==> config.mk <==
export PLATFORM = sky130hd
export DESIGN_NAME = xcvr_clkout2_freq_monitor_flat
export DESIGN_NICKNAME = d
export VERILOG_FILES = /design/src/rtl/xcvr_clkout2_freq_monitor_if.sv /design/src/rtl/xcvr_clkout2_freq_monitor.sv /design/src/flat_wrapper.sv
export SDC_FILE = /design/constraint.sdc
export NUM_CORES = 1
export LEC_CHECK = 0
export ABC_AREA = 0
export BUFFER_PORTS_ARGS = -buffer_cell sky130_fd_sc_hd__buf_4
export CORE_ASPECT_RATIO = 0.7
export CORE_MARGIN = 2
export CORE_UTILIZATION = 45
export DETAILED_ROUTE_END_ITERATION = 7
export GPL_TIMING_DRIVEN = 1
export HOLD_SLACK_MARGIN = 0.08
export PLACE_DENSITY = 0.7
export SLEW_MARGIN = 10
export SYNTH_ARGS = -nofsm -noshare
export SYNTH_HDL_FRONTEND = slang
export SYNTH_SLANG_ARGS = --single-unit
==> constraint.sdc <==
create_clock -name clk -period 2.8 [get_ports clk]
set_clock_uncertainty 0.15 [all_clocks]
set_input_delay 0.56 -clock clk [delete_from_list [all_inputs] [get_ports clk]]
set_output_delay 0.56 -clock clk [all_outputs]
set_load 0.02 [all_outputs]
==> src/rtl/xcvr_clkout2_freq_monitor_if.sv <==
// -----------------------------------------------------------------------------
// xcvr_clkout2_freq_monitor_if
//
// Host-side control/status bundle of the clkout2 frequency monitor.
//
// Optional feature macro: XCVR_CLKMON_STICKY_EN (adds fault_clr, ch_fault, irq).
//
// Signals (direction seen from the monitor, i.e. the slave modport):
//   ch_en      in   N_CH   channel enables, sampled at sweep start
//   window     in   WIN_W  measurement length in clk cycles, sampled at start
//   thr_lo     in   CNT_W  minimum passing edge count (inclusive, live)
//   thr_hi     in   CNT_W  maximum passing edge count (inclusive, live)
//   start      in   1      single-sweep request
//   continuous in   1      level, back-to-back sweeps while high
//   busy       out  1      monitor is not in IDLE
//   sweep_done out  1      one-cycle pulse at end of a sweep
//   rd_sel     in   SEL_W  readback channel select
//   rd_count   out  CNT_W  stored count of channel rd_sel (combinational)
//   ch_ok      out  N_CH   per-channel pass flags
//   fault_clr  in   1      clears sticky faults            (macro only)
//   ch_fault   out  N_CH   sticky per-channel fault flags  (macro only)
//   irq        out  1      registered OR of ch_fault       (macro only)
//
// Handshake: there is no ready signal. start (or continuous) acts as a valid
// that is consumed only in a cycle where busy is low and the qualifiers hold
// (ch_en != 0, window != 0); in any other cycle the request is dropped, not
// queued. busy therefore doubles as the inverted ready. sweep_done is a
// single-cycle completion strobe with no acknowledge.
// -----------------------------------------------------------------------------
interface xcvr_clkout2_freq_monitor_if #(
  parameter int N_CH  = 4,
  parameter int WIN_W = 16,
  parameter int CNT_W = 16,
  parameter int SEL_W = 2
);
  logic [N_CH-1:0]  ch_en;
  logic [WIN_W-1:0] window;
  logic [CNT_W-1:0] thr_lo;
  logic [CNT_W-1:0] thr_hi;
  logic             start;
  logic             continuous;
  logic             busy;
  logic             sweep_done;
  logic [SEL_W-1:0] rd_sel;
  logic [CNT_W-1:0] rd_count;
  logic [N_CH-1:0]  ch_ok;
`ifdef XCVR_CLKMON_STICKY_EN
  logic             fault_clr;
  logic [N_CH-1:0]  ch_fault;
  logic             irq;

  modport master (
    output ch_en, window, thr_lo, thr_hi, start, continuous, rd_sel, fault_clr,
    input  busy, sweep_done, rd_count, ch_ok, ch_fault, irq
  );
  modport slave (
    input  ch_en, window, thr_lo, thr_hi, start, continuous, rd_sel, fault_clr,
    output busy, sweep_done, rd_count, ch_ok, ch_fault, irq
  );
`else
  modport master (
    output ch_en, window, thr_lo, thr_hi, start, continuous, rd_sel,
    input  busy, sweep_done, rd_count, ch_ok
  );
  modport slave (
    input  ch_en, window, thr_lo, thr_hi, start, continuous, rd_sel,
    output busy, sweep_done, rd_count, ch_ok
  );
`endif
endinterface

==> src/rtl/xcvr_clkout2_freq_monitor.sv <==
// -----------------------------------------------------------------------------
// xcvr_clkout2_freq_monitor
//
// Time-shared frequency monitor for the transceiver clkout2 fan-out. Each
// monitored clock arrives as a divided toggle signal, asynchronous to clk.
// A single edge counter is swept round-robin over the enabled channels; each
// channel is measured for `window` clk cycles, its count is stored and
// compared against [thr_lo, thr_hi], and the result is kept per channel.
//
// Optional feature macro: XCVR_CLKMON_STICKY_EN
//   Adds sticky per-channel fault flags (set by a failing check, cleared by
//   fault_clr, set wins) and a registered interrupt (OR of the faults).
//
// Ports:
//   clk        in   1      management clock, all logic on posedge
//   reset_n    in   1      asynchronous active-low reset
//   ch_toggle  in   N_CH   divided clocks, asynchronous to clk
//   host       slave modport of xcvr_clkout2_freq_monitor_if (control/status)
//   dbg_state  out  2      current FSM state (0 IDLE, 1 MEASURE, 2 CHECK,
//                          3 NEXT) for debug and checkers
//
// Sweep timing with W = latched window and K enabled channels, start sampled
// in IDLE during cycle 0: MEASURE occupies W cycles per channel, followed by
// one CHECK and one NEXT cycle; sweep_done is high in cycle K*(W+2) and busy
// is high in cycles 1 .. K*(W+2).
// -----------------------------------------------------------------------------
module xcvr_clkout2_freq_monitor #(
  parameter int N_CH  = 4,
  parameter int WIN_W = 16,
  parameter int CNT_W = 16,
  parameter int SEL_W = 2
) (
  input  logic                         clk,
  input  logic                         reset_n,
  input  logic [N_CH-1:0]              ch_toggle,
  xcvr_clkout2_freq_monitor_if.slave   host,
  output logic [1:0]                   dbg_state
);

  typedef enum logic [1:0] {
    S_IDLE    = 2'd0,
    S_MEASURE = 2'd1,
    S_CHECK   = 2'd2,
    S_NEXT    = 2'd3
  } state_t;

  // ---------------------------------------------------------------------------
  // Helpers
  // ---------------------------------------------------------------------------

  // Index of the lowest set bit (0 when none is set; callers guard that case).
  function automatic logic [SEL_W-1:0] lowest_set(input logic [N_CH-1:0] v);
    logic [SEL_W-1:0] res;
    res = '0;
    for (int i = N_CH - 1; i >= 0; i--) begin
      if (v[i]) res = SEL_W'(i);
    end
    return res;
  endfunction

  // Mask of channel positions strictly above cur.
  function automatic logic [N_CH-1:0] above_mask(input logic [SEL_W-1:0] cur);
    logic [N_CH-1:0] res;
    for (int i = 0; i < N_CH; i++) begin
      res[i] = (i > int'(cur));
    end
    return res;
  endfunction

  // ---------------------------------------------------------------------------
  // State
  // ---------------------------------------------------------------------------
  logic [N_CH-1:0]             sync1_q, sync1_d;
  logic [N_CH-1:0]             sync2_q, sync2_d;
  logic [N_CH-1:0]             sync3_q, sync3_d;

  state_t                      state_q, state_d;
  logic [SEL_W-1:0]            idx_q, idx_d;
  logic [CNT_W-1:0]            cnt_q, cnt_d;
  logic [WIN_W-1:0]            timer_q, timer_d;
  logic [N_CH-1:0]             en_q, en_d;
  logic [WIN_W-1:0]            win_q, win_d;
  logic                        busy_q, busy_d;
  logic                        done_q, done_d;
  logic [N_CH-1:0]             ok_q, ok_d;
  logic [N_CH-1:0][CNT_W-1:0]  counts_q, counts_d;

`ifdef XCVR_CLKMON_STICKY_EN
  logic [N_CH-1:0]             fault_q, fault_d;
  logic                        irq_q, irq_d;
  logic [N_CH-1:0]             fault_set;
`endif

  // ---------------------------------------------------------------------------
  // Combinational datapath
  // ---------------------------------------------------------------------------
  logic [N_CH-1:0]  edge_vec;
  logic             cur_edge;
  logic             start_ok;
  logic [N_CH-1:0]  higher_en;
  logic             has_next;
  logic [SEL_W-1:0] next_idx;
  logic             pass;
  logic [CNT_W-1:0] rd_mux;

  // Both toggle edges count: stage2 differs from stage3 for exactly one cycle
  // after each synchronized transition.
  assign edge_vec = sync2_q ^ sync3_q;

  always_comb begin
    cur_edge = 1'b0;
    for (int i = 0; i < N_CH; i++) begin
      if (idx_q == SEL_W'(i)) cur_edge = edge_vec[i];
    end
  end

  assign start_ok  = (host.start | host.continuous) &&
                     (host.ch_en != '0) && (host.window != '0);
  assign higher_en = en_q & above_mask(idx_q);
  assign has_next  = (higher_en != '0);
  assign next_idx  = lowest_set(higher_en);

  // Thresholds are used live; an inverted pair can never be satisfied.
  assign pass = (host.thr_lo <= cnt_q) && (cnt_q <= host.thr_hi);

  always_comb begin
    rd_mux = '0;
    for (int i = 0; i < N_CH; i++) begin
      if (host.rd_sel == SEL_W'(i)) rd_mux = counts_q[i];
    end
  end

  // ---------------------------------------------------------------------------
  // Next-state logic
  // ---------------------------------------------------------------------------
  always_comb begin
    sync1_d  = ch_toggle;
    sync2_d  = sync1_q;
    sync3_d  = sync2_q;

    state_d  = state_q;
    idx_d    = idx_q;
    cnt_d    = cnt_q;
    timer_d  = timer_q;
    en_d     = en_q;
    win_d    = win_q;
    busy_d   = busy_q;
    done_d   = 1'b0;
    ok_d     = ok_q;
    counts_d = counts_q;
`ifdef XCVR_CLKMON_STICKY_EN
    fault_set = '0;
`endif

    unique case (state_q)
      S_IDLE: begin
        if (start_ok) begin
          en_d    = host.ch_en;
          win_d   = host.window;
          idx_d   = lowest_set(host.ch_en);
          cnt_d   = '0;
          timer_d = host.window;
          // Results of channels left out of this sweep are no longer valid.
          ok_d    = ok_q & host.ch_en;
          busy_d  = 1'b1;
          state_d = S_MEASURE;
        end
      end

      S_MEASURE: begin
        if (cur_edge && (cnt_q != '1)) cnt_d = cnt_q + CNT_W'(1);
        timer_d = timer_q - WIN_W'(1);
        // The edge seen in the timer==1 cycle is still part of this window.
        if (timer_q == WIN_W'(1)) state_d = S_CHECK;
      end

      S_CHECK: begin
        for (int i = 0; i < N_CH; i++) begin
          if (idx_q == SEL_W'(i)) begin
            counts_d[i] = cnt_q;
            ok_d[i]     = pass;
`ifdef XCVR_CLKMON_STICKY_EN
            fault_set[i] = ~pass;
`endif
          end
        end
        // sweep_done is registered so it is high during the final NEXT cycle.
        done_d  = ~has_next;
        state_d = S_NEXT;
      end

      S_NEXT: begin
        if (has_next) begin
          idx_d   = next_idx;
          cnt_d   = '0;
          timer_d = win_q;
          state_d = S_MEASURE;
        end else begin
          busy_d  = 1'b0;
          state_d = S_IDLE;
        end
      end

      default: begin
        busy_d  = 1'b0;
        state_d = S_IDLE;
      end
    endcase
  end

`ifdef XCVR_CLKMON_STICKY_EN
  // Set wins over a simultaneous clear; irq lags ch_fault by one cycle.
  assign fault_d = (fault_q & ~{N_CH{host.fault_clr}}) | fault_set;
  assign irq_d   = |fault_q;
`endif

  // ---------------------------------------------------------------------------
  // Registers
  // ---------------------------------------------------------------------------
  always_ff @(posedge clk or negedge reset_n) begin
    if (!reset_n) begin
      sync1_q  <= '0;
      sync2_q  <= '0;
      sync3_q  <= '0;
      state_q  <= S_IDLE;
      idx_q    <= '0;
      cnt_q    <= '0;
      timer_q  <= '0;
      en_q     <= '0;
      win_q    <= '0;
      busy_q   <= 1'b0;
      done_q   <= 1'b0;
      ok_q     <= '0;
      counts_q <= '0;
`ifdef XCVR_CLKMON_STICKY_EN
      fault_q  <= '0;
      irq_q    <= 1'b0;
`endif
    end else begin
      sync1_q  <= sync1_d;
      sync2_q  <= sync2_d;
      sync3_q  <= sync3_d;
      state_q  <= state_d;
      idx_q    <= idx_d;
      cnt_q    <= cnt_d;
      timer_q  <= timer_d;
      en_q     <= en_d;
      win_q    <= win_d;
      busy_q   <= busy_d;
      done_q   <= done_d;
      ok_q     <= ok_d;
      counts_q <= counts_d;
`ifdef XCVR_CLKMON_STICKY_EN
      fault_q  <= fault_d;
      irq_q    <= irq_d;
`endif
    end
  end

  // ---------------------------------------------------------------------------
  // Outputs
  // ---------------------------------------------------------------------------
  assign host.busy       = busy_q;
  assign host.sweep_done = done_q;
  assign host.ch_ok      = ok_q;
  assign host.rd_count   = rd_mux;
  assign dbg_state       = state_q;
`ifdef XCVR_CLKMON_STICKY_EN
  assign host.ch_fault   = fault_q;
  assign host.irq        = irq_q;
`endif

endmodule

==> src/flat_wrapper.sv <==
// flat-port wrapper written by rule: the top's interface ports become plain ports
module xcvr_clkout2_freq_monitor_flat 
#(
  parameter int N_CH  = 4,
  parameter int WIN_W = 16,
  parameter int CNT_W = 16,
  parameter int SEL_W = 2
)
  (clk, reset_n, ch_toggle, dbg_state, host_ch_en, host_window, host_thr_lo, host_thr_hi, host_start, host_continuous, host_rd_sel, host_busy, host_sweep_done, host_rd_count, host_ch_ok);
  xcvr_clkout2_freq_monitor_if #(.N_CH(N_CH), .WIN_W(WIN_W), .CNT_W(CNT_W), .SEL_W(SEL_W)) host_i ();
  input  logic clk;
  input  logic reset_n;
  input  logic [N_CH-1:0] ch_toggle;
  output logic [1:0] dbg_state;
  input wire logic [$bits(host_i.ch_en)-1:0] host_ch_en;
  input wire logic [$bits(host_i.window)-1:0] host_window;
  input wire logic [$bits(host_i.thr_lo)-1:0] host_thr_lo;
  input wire logic [$bits(host_i.thr_hi)-1:0] host_thr_hi;
  input wire logic [$bits(host_i.start)-1:0] host_start;
  input wire logic [$bits(host_i.continuous)-1:0] host_continuous;
  input wire logic [$bits(host_i.rd_sel)-1:0] host_rd_sel;
  output wire logic [$bits(host_i.busy)-1:0] host_busy;
  output wire logic [$bits(host_i.sweep_done)-1:0] host_sweep_done;
  output wire logic [$bits(host_i.rd_count)-1:0] host_rd_count;
  output wire logic [$bits(host_i.ch_ok)-1:0] host_ch_ok;
  assign host_i.ch_en = host_ch_en;
  assign host_i.window = host_window;
  assign host_i.thr_lo = host_thr_lo;
  assign host_i.thr_hi = host_thr_hi;
  assign host_i.start = host_start;
  assign host_i.continuous = host_continuous;
  assign host_i.rd_sel = host_rd_sel;
  assign host_busy = host_i.busy;
  assign host_sweep_done = host_i.sweep_done;
  assign host_rd_count = host_i.rd_count;
  assign host_ch_ok = host_i.ch_ok;
  xcvr_clkout2_freq_monitor #(.N_CH(N_CH), .WIN_W(WIN_W), .CNT_W(CNT_W), .SEL_W(SEL_W)) u_core (.clk(clk), .reset_n(reset_n), .ch_toggle(ch_toggle), .host(host_i), .dbg_state(dbg_state));
endmodule
# == After elaboration in Yosys (flattened, before gate mapping) ==
# Cells that the tools add are included.
# classes
add_sub_neg,2
n_eq_ne,20
n_reduce_logical,27
mux,40
n_lt_le_gt_ge,5
bitwise_logic,5
# op_table
operator,n
16-bit two-way mux,9
16-bit case mux with 3 select lines,2
16-bit <= comparator,2
2-bit two-way mux,12
3-bit AND reduction,7
16-bit by 1-bit adder with 16-bit output (second input constant),1
16-bit by 1-bit == test with 1-bit output (second input constant),1
16-bit inequality test (second input constant),1
2-bit by 1-bit inequality test with 1-bit output (second input constant),8
16-bit nonzero test,1
16-bit by 1-bit subtractor with 16-bit output (second input constant),1
2-bit == test (second input constant),6
1-bit two-way mux,12
2-bit AND reduction,6
4-bit AND,2
2-bit case mux with 4 select lines,1
4-bit case mux with 2 select lines,1
4-bit nonzero test,2
2-bit by 1-bit == test with 1-bit output (second input constant),3
2-bit zero test,3
2-bit > comparator (first input constant),2
1-bit logical AND,4
4-bit two-way mux,1
2-bit case mux with 2 select lines,1
9 further kinds,10
# totals
inputBits,62
output_inout_bits,24
register_bits,138

# == Longest topological paths before layout ==
# Gate-level depths: netlist of run 1.
# logic_depth
depth_word,8
ltp_mapped,10
ltp_nobuf,8

# == Least setup slack after synthesis of run 1 ==
# No wires, ideal clock.
# synth_timing
path_kind,input port to output port
from,input port host_rd_sel[0]
to,output port host_rd_count[10]
stages,3
t_arrival_ns,2.125
slack_ns,-0.035
t_required_ns,2.090
path_cell_list,clkbuf_1 -> buf_1 -> mux4_2
# synth_via
elab_chain_cells,5
elab_cells_between_ends,8
cone_classes,eq/ne (3); mux (4); reduce/logical (1)
# synth_rtl
element,line,text
"start, declared",flat_wrapper.sv:21,input wire logic [$bits(host_i.rd_sel)-1:0] host_rd_sel;
2-bit zero test,xcvr_clkout2_freq_monitor.sv:129,if (host.rd_sel == SEL_W'(i)) rd_mux = counts_q[i];
16-bit two-way mux (3 in a row),xcvr_clkout2_freq_monitor.sv:129,
16-bit two-way mux *,xcvr_clkout2_freq_monitor.sv:129,
"end, declared",flat_wrapper.sv:24,output wire logic [$bits(host_i.rd_count)-1:0] host_rd_count;
# Every way passes the cells marked *; elsewhere a longest branch is shown, timed or not.

# == Worst setup path after layout of run 1 ==
# layout_timing
from,register u_core.state_q[0] (netlist: u_core.dbg_state[0])
to,register u_core.cnt_q[4]
# layout_via
elab_chain_cells,3
elab_cells_between_ends,9
cone_classes,eq/ne (5); mux (1); reduce/logical (3)
# layout_rtl
element,line,text
"start, declared",xcvr_clkout2_freq_monitor.sv:77,"state_t state_q, state_d;"
"start signal, assigned",xcvr_clkout2_freq_monitor.sv:243,state_q <= state_d;
2-bit by 1-bit == test with 1-bit output (tied with other cells),xcvr_clkout2_freq_monitor.sv:155,unique case (state_q)
2-bit by 1-bit inequality test with 1-bit output (no line) / 3-bit nonzero test (equally long branches),n/a,
4-bit AND reduction (no line),n/a,
"end signal, assigned",xcvr_clkout2_freq_monitor.sv:245,cnt_q <= cnt_d;
"end, declared",xcvr_clkout2_freq_monitor.sv:79,"logic [CNT_W-1:0] cnt_q, cnt_d;"
# Several ways; a longest one is shown, not always the timed one.
# A chain may end at the register's enable or synchronous reset.

==> run metrics, run 1 <==
Starting Density=0.463; post-DR wirelength/cell=19.0 µm; Layout Cells excl Fill=1,022; critical setup path kind=reg -> reg; vias in the first global route=6,111; min cycle time layout=2.66 ns; DR vias/cell=5.97; max cap viols=0; core area=0.0155 mm²; crit share post-route=0.948; pin count of the biggest net entering global routing=57; placed inst area=0.00828 mm²; count leader, synth=dfrtp_1; Post-synth EDFFs=0; #FFs+latches synth=137; die height=110 µm; Die Wd=155 µm; starting DRC count in detailed routing=556; power per standard cell area=907 mW/mm²; Global Route Usage Sum=0.240; final total power=8.08 mW; fin. max-slew vios=0; Top FF cell, synth=dfrtp_1; HP Class=in -> reg; Crit path largest cell delay=0.50 ns; crit start category=flip-flop; final instance area=0.00891 mm²; Reg2Reg Setup Slack=0.14 ns; syn nets=799; register area share after synthesis=0.477; Setup WS pre-CTS=-0.108 ns; number of setup buffers added after CTS=0; post-route setup slack=0.145 ns; initial antenna violation count=0; final setup fails=0; Yosys top cell by area=dfrtp_1; htree depth=4; Fin Setup TNS=0 ns; Placer Congestion=0.852; Static Leak=4.05 nW; CP required=2.99 ns; number of instances in the placed design=990; Critical path buffers and inverters=2; Root Driver=clkbuf_16; number of I/O port buffers=85; Die ar.=0.0170 mm²; Avg Inst Size Synth=10.3 µm²; IO Pins=86; clk sinks=137; Yosys cell types=58; most frequent cells after synthesis=dfrtp_1 (137), o21ai_0 (88), nand2_1 (69); cts bufs inserted=17; slew margin rel.=0.607; Crit Path Max Fanout=13; share of the synthesized area in the top cell type=0.477; Post-DP HPWL=14.3 mm; # DRC=0; element type at the critical path end=flip-flop; cell count after synthesis=698; Worst-Skew Late Latency=0.42 ns; slowest cell on the critical path=or4_1; TritonCTS clock tree=done; fmax=377 MHz; async set-reset flop share out of synthesis=1.00; nets@finish=911; RSZ-0062 raised after global routing=false; DRT antenna net count=0; cell area after synthesis=0.00719 mm²; DR pass1 iterations=5; Least-Margin Pin Slew=0.587 ns; grt total ovfl=0; Synth Warn #=0; CP Data Arrival Time=2.85 ns; Routed WL=19.5 mm; via count=6,103; Peak VDD IR=0.441 mV; share of cells above drive strength 1=0.276; cells along the critical path=inv_1 > ha_2 > o21ai_0 > a21oi_2 > a21boi_2 > or3_4 > buf_4 > or4_1 > a21oi_1; Final Hold Violating Endpoints=0; ranking of synthesized cells by area=dfrtp_1 (48%), ha_1 (6.8%), o21ai_0 (6.1%); antenna cells=0; status=complete, no violations; Crit path max-delay family=simple AND/OR/NAND/NOR gates; Longest Clk Path Bufs=2; clk slew on worst S/H paths=0.06 ns; first-pass GRT wire length=31.5 mm; # rows=38; Area growth syn-to-layout=23.8%
[metrics by stage]
stage                     hold WS, ns  utilization
after global placement          0.187        0.533
after floorplan                 0.114            -
after detailed placement        0.191        0.533
after CTS                      0.0851        0.572
final                          0.0959        0.573
after global routing           0.0850        0.573
[final cells by class]
class | instances | area, µm²
Clock buffer | 20 | 467
Clock inverter | 11 | 123
Fill cell | 1285 | 6640
Inverter | 46 | 173
Multi-Input combinational cell | 479 | 3480
Sequential cell | 137 | 3430
Tap cell | 200 | 250
Timing Repair Buffer | 129 | 983
[power by group]
| part | total [mW] | internal [mW] | leakage [nW] | switching (mW) |
|---|---|---|---|---|
| clock | 2.22 | 1.37 | 0.280 | 0.852 |
| sequential | 2.71 | 2.39 | 1.79 | 0.319 |
| combinational | 3.14 | 1.27 | 1.98 | 1.87 |
| total | 8.08 | 5.03 | 4.05 | 3.05 |
[metal layers]
layer  wire length [µm]  part of all wire  vias up  track usage
li1                   -                 -     2793            -
met1               9120              0.47     3049        0.338
met2               8690              0.45      236        0.365
met3               1300             0.067       25       0.0579
met4                347             0.018        0       0.0827
met5                  0                 0        -            0
[path summary, 6_finish.rpt]
kind                                           from            endpoint  depth (start not counted)
worst max register to register  u_core.dbg_state[0]     u_core.cnt_q[4]                          9
max in group asynchronous                   reset_n  u_core.timer_q[13]                          3
min in group asynchronous                   reset_n  u_core.counts_q[9]                          2
worst min register to register    u_core.sync1_q[3]   u_core.sync2_q[3]                          0
worst min-delay path                   ch_toggle[2]   u_core.sync1_q[2]                          1
worst max-delay path            u_core.dbg_state[0]     u_core.cnt_q[4]                          9
[cells by family after synthesis]
| logic type | share of synthesized area |
|---|---|
| compound gates | 0.169 |
| xor+xnor | 0.00487 |
| fa+ha+maj | 0.0678 |
| buf+inv | 0.0433 |
| flops | 0.477 |
| mux | 0.109 |
| simple gates | 0.129 |
[registers in the layout, indices dropped and copies added (netlist names)]
| register | flops |
|---|---|
| u_core.dbg_state | 2 |
| u_core.cnt_q | 16 |
| u_core.en_q | 3 |
| u_core.host.busy | 1 |
| u_core.idx_q | 2 |
| u_core.host.ch_ok | 4 |
| u_core.sync3_q | 4 |
| u_core.timer_q | 16 |
| u_core.host.sweep_done | 1 |
| u_core.sync1_q | 4 |
| u_core.win_q | 16 |
| u_core.sync2_q | 4 |
| u_core.counts_q | 64 |
[cells in the final DEF, fill, tap and decap left out, types with 3 or more instances in the layout]
cell type,count
or4_1,10
a21oi_1,38
xnor2_1,4
nand3_1,17
o22ai_1,6
or3_1,5
a31o_2,4
o211ai_1,3
a221oi_1,10
buf_4,127
dfrtp_1,137
clkbuf_16,17
a21boi_0,3
nor4_1,7
a21o_1,4
mux4_2,17
inv_1,45
and2_1,4
ha_1,38
o2bb2ai_1,3
and4_1,3
clkinvlp_4,4
o31ai_1,7
a222oi_1,5
mux2_2,34
nor3_1,9
o21ai_0,88
nand4_1,14
clkbuf_8,3
nor2_1,30
nand2_1,69
and3_1,7
clkinv_2,3
[timing repair]
item / 4_1_cts / 5_1_grt
hold buffers: 1 / 0
endpoints found under the setup margin: 2 / 14
endpoints found under the hold margin: 31 / 0
resized for setup: 1 / 5
pin swaps: 0 / 0
(Power assumes the default switching activity.)
==> run 2, diff against run 1 <==
--- a/config.mk
+++ b/config.mk
@@ -13,7 +13,7 @@
 export DETAILED_ROUTE_END_ITERATION = 7
 export GPL_TIMING_DRIVEN = 1
 export HOLD_SLACK_MARGIN = 0.08
-export PLACE_DENSITY = 0.7
+export PLACE_DENSITY = 0.73
 export SLEW_MARGIN = 10
 export SYNTH_ARGS = -nofsm -noshare
 export SYNTH_HDL_FRONTEND = slang
==> constraint.sdc (replaced) <==
create_clock -name clk -period 2.1 [get_ports clk]
set_clock_uncertainty 0.15 [all_clocks]
set_input_delay 0.42 -clock clk [delete_from_list [all_inputs] [get_ports clk]]
set_output_delay 0.42 -clock clk [all_outputs]
set_load 0.02 [all_outputs]
==> run metrics, run 2 (same netlist as run 1, synthesis figures left out) <==
vias in the first global route=6,792 (+11%); RSZ-0062 raised after global routing=true; Post-DP HPWL=15.5 mm (+8.4%); nets@finish=1,041 (+14%); Die ar.=0.0170 mm² (unchanged); die height=110 µm (unchanged); max cap viols=0 (unchanged); post-DR wirelength/cell=21.9 µm (+15%); htree depth=4 (unchanged); HP Class=in -> reg; element type at the critical path end=flip-flop; status=finished, violations left; TritonCTS clock tree=done; placed inst area=0.00926 mm² (+12%); Longest Clk Path Bufs=2 (unchanged); Starting Density=0.463 (unchanged); cts bufs inserted=17 (unchanged); share of cells above drive strength 1=0.452 (+0.176); max reg flops=64 (unchanged); crit share post-route=1.22 (+0.276); Crit Path Max Fanout=2 (-11); commonest cells after routing, fill and taps aside=buf_4 (222), dfrtp_1 (127), nand2_1 (68); Min Hold Slack=0.176 ns (+0.0797 ns); pin count of the biggest net entering global routing=48 (-16%); failing checks=negative setup slack; # DRC=0 (unchanged); CP Data Arrival Time=2.78 ns (-0.07 ns); slew margin rel.=0.556 (-0.0505); first-pass GRT wire length=35.9 mm (+14%); DR vias/cell=6.18 (+3.5%); Least-Margin Pin Slew=0.660 ns (+0.0739 ns); CP required=2.31 ns (-0.68 ns); clk slew on worst S/H paths=0.07 ns (about the same); Worst-Skew Late Latency=0.44 ns (+0.02 ns); antenna cells=0 (unchanged); final instance area=0.0107 mm² (+21%); core area=0.0155 mm² (unchanged); clk sinks=137 (unchanged); IO Pins=86 (unchanged); initial antenna violation count=0 (unchanged); commonest non-fill, non-tap cell in the layout=buf_4; grt total ovfl=0 (unchanged); most flop-heavy register=u_core.counts_q; Routed WL=25.2 mm (+30%); DR pass1 iterations=7 (+2); Placer Congestion=0.931 (+9.3%); critical setup path kind=reg -> reg; number of I/O port buffers=85 (unchanged); DRT antenna net count=0 (unchanged); # rows=38 (unchanged); fmax=389 MHz (+3.3%); fin. max-slew vios=0 (unchanged); Area growth syn-to-layout=49.4%; Final Hold Violating Endpoints=0 (unchanged); Static Leak=4.89 nW (+21%); min cycle time layout=2.57 ns (-0.0848 ns); post-route setup slack=-0.470 ns (-0.615 ns); power per standard cell area=1320 mW/mm² (+46%); fillcell total=1,005 (-22%); Reg2Reg Setup Slack=-0.47 ns (-0.62 ns); starting DRC count in detailed routing=971 (+75%); Root Driver=clkbuf_16; Global Route Usage Sum=0.275 (+0.0353); final setup fails=44 (+44); Peak VDD IR=0.722 mV (+64%); Die Wd=155 µm (unchanged); crit start category=flip-flop; via count=7,125 (+17%)
run 2: changes by cell type in the layout (fill, tap and decap cells not counted), moves of 9 or more:
cell	delta
buf_4	+95
o21ai_0	-21
buf_6	+15
buf_12	+10
dfrtp_1	-10
dfrtp_2	+10
ha_1	-9
ha_4	+9
o21ai_1	+9
o21ai_2	+9
run 2: through the flow:
stage,TNS [ns],power [mW],std cells,utilization,setup WS (ns)
after floorplan,-3.66,6.66,698,-,-0.274
after global placement,-16.18,8.61,1087,0.596,-0.433
after detailed placement,-15.98,8.90,1087,0.596,-0.513
after CTS,-8.47,13.0,1139,0.664,-0.518
after global routing,-12.67,14.7,1153,0.691,-0.538
final,-10.49,14.2,1153,0.691,-0.470
run 2: report_power, final:
group	leakage (nW)	internal, mW	total (mW)	switching, mW
combinational	2.81	3.35	7.19	3.84
sequential	1.78	3.19	3.65	0.463
clock	0.314	2.10	3.35	1.25
run 2: worst paths after layout:
path,from,endpoint,cells past startpoint
max in group asynchronous,reset_n,u_core.counts_q[12],3
max reg2reg,u_core.sync2_q[3],u_core.cnt_q[14],7
max,u_core.sync2_q[3],u_core.cnt_q[14],7
min in group asynchronous,reset_n,u_core.cnt_q[11],2
min reg2reg,u_core.sync1_q[0],u_core.sync2_q[0],0
min,host_window[7],u_core.win_q[7],3
run 2: per-layer routing:
metal / track usage / share of wire / wire length (µm)
met1: 0.383 / 0.40 / 10200
met2: 0.423 / 0.46 / 11700
met3: 0.0646 / 0.095 / 2400
met4: 0.102 / 0.038 / 950
met5: 0 / 0 / 0
run 2: timing repair:
action / 4_1_cts / 5_1_grt
cloned: 1 / 2
pin swaps: 14 / 22
hold buffers: 5 / 0
endpoints found under the setup margin: 65 / 103
hold endpoints to repair: 23 / 0
buffers inserted: 14 / 13
resized for setup: 46 / 67
run 2: critical path, stage by stage, from the launching register on:
cell and delay (ns):
dfrtp_1 0.39, xnor2_1 0.14, mux4_2 0.48, a41o_1 0.26, a2111oi_4 0.37, buf_12 0.15, or4b_1 0.44, a21oi_1 0.13
run 2: layout make-up:
type,count,area [µm²],share of cell area
multi-input cells,479,3990,0.372
flip-flops and latches,137,3440,0.320
repair buffers,259,2230,0.207
clock buffers,20,467,0.0434
well taps,200,250,0.0233
clock inverters,12,188,0.0175
inverters,46,179,0.0166
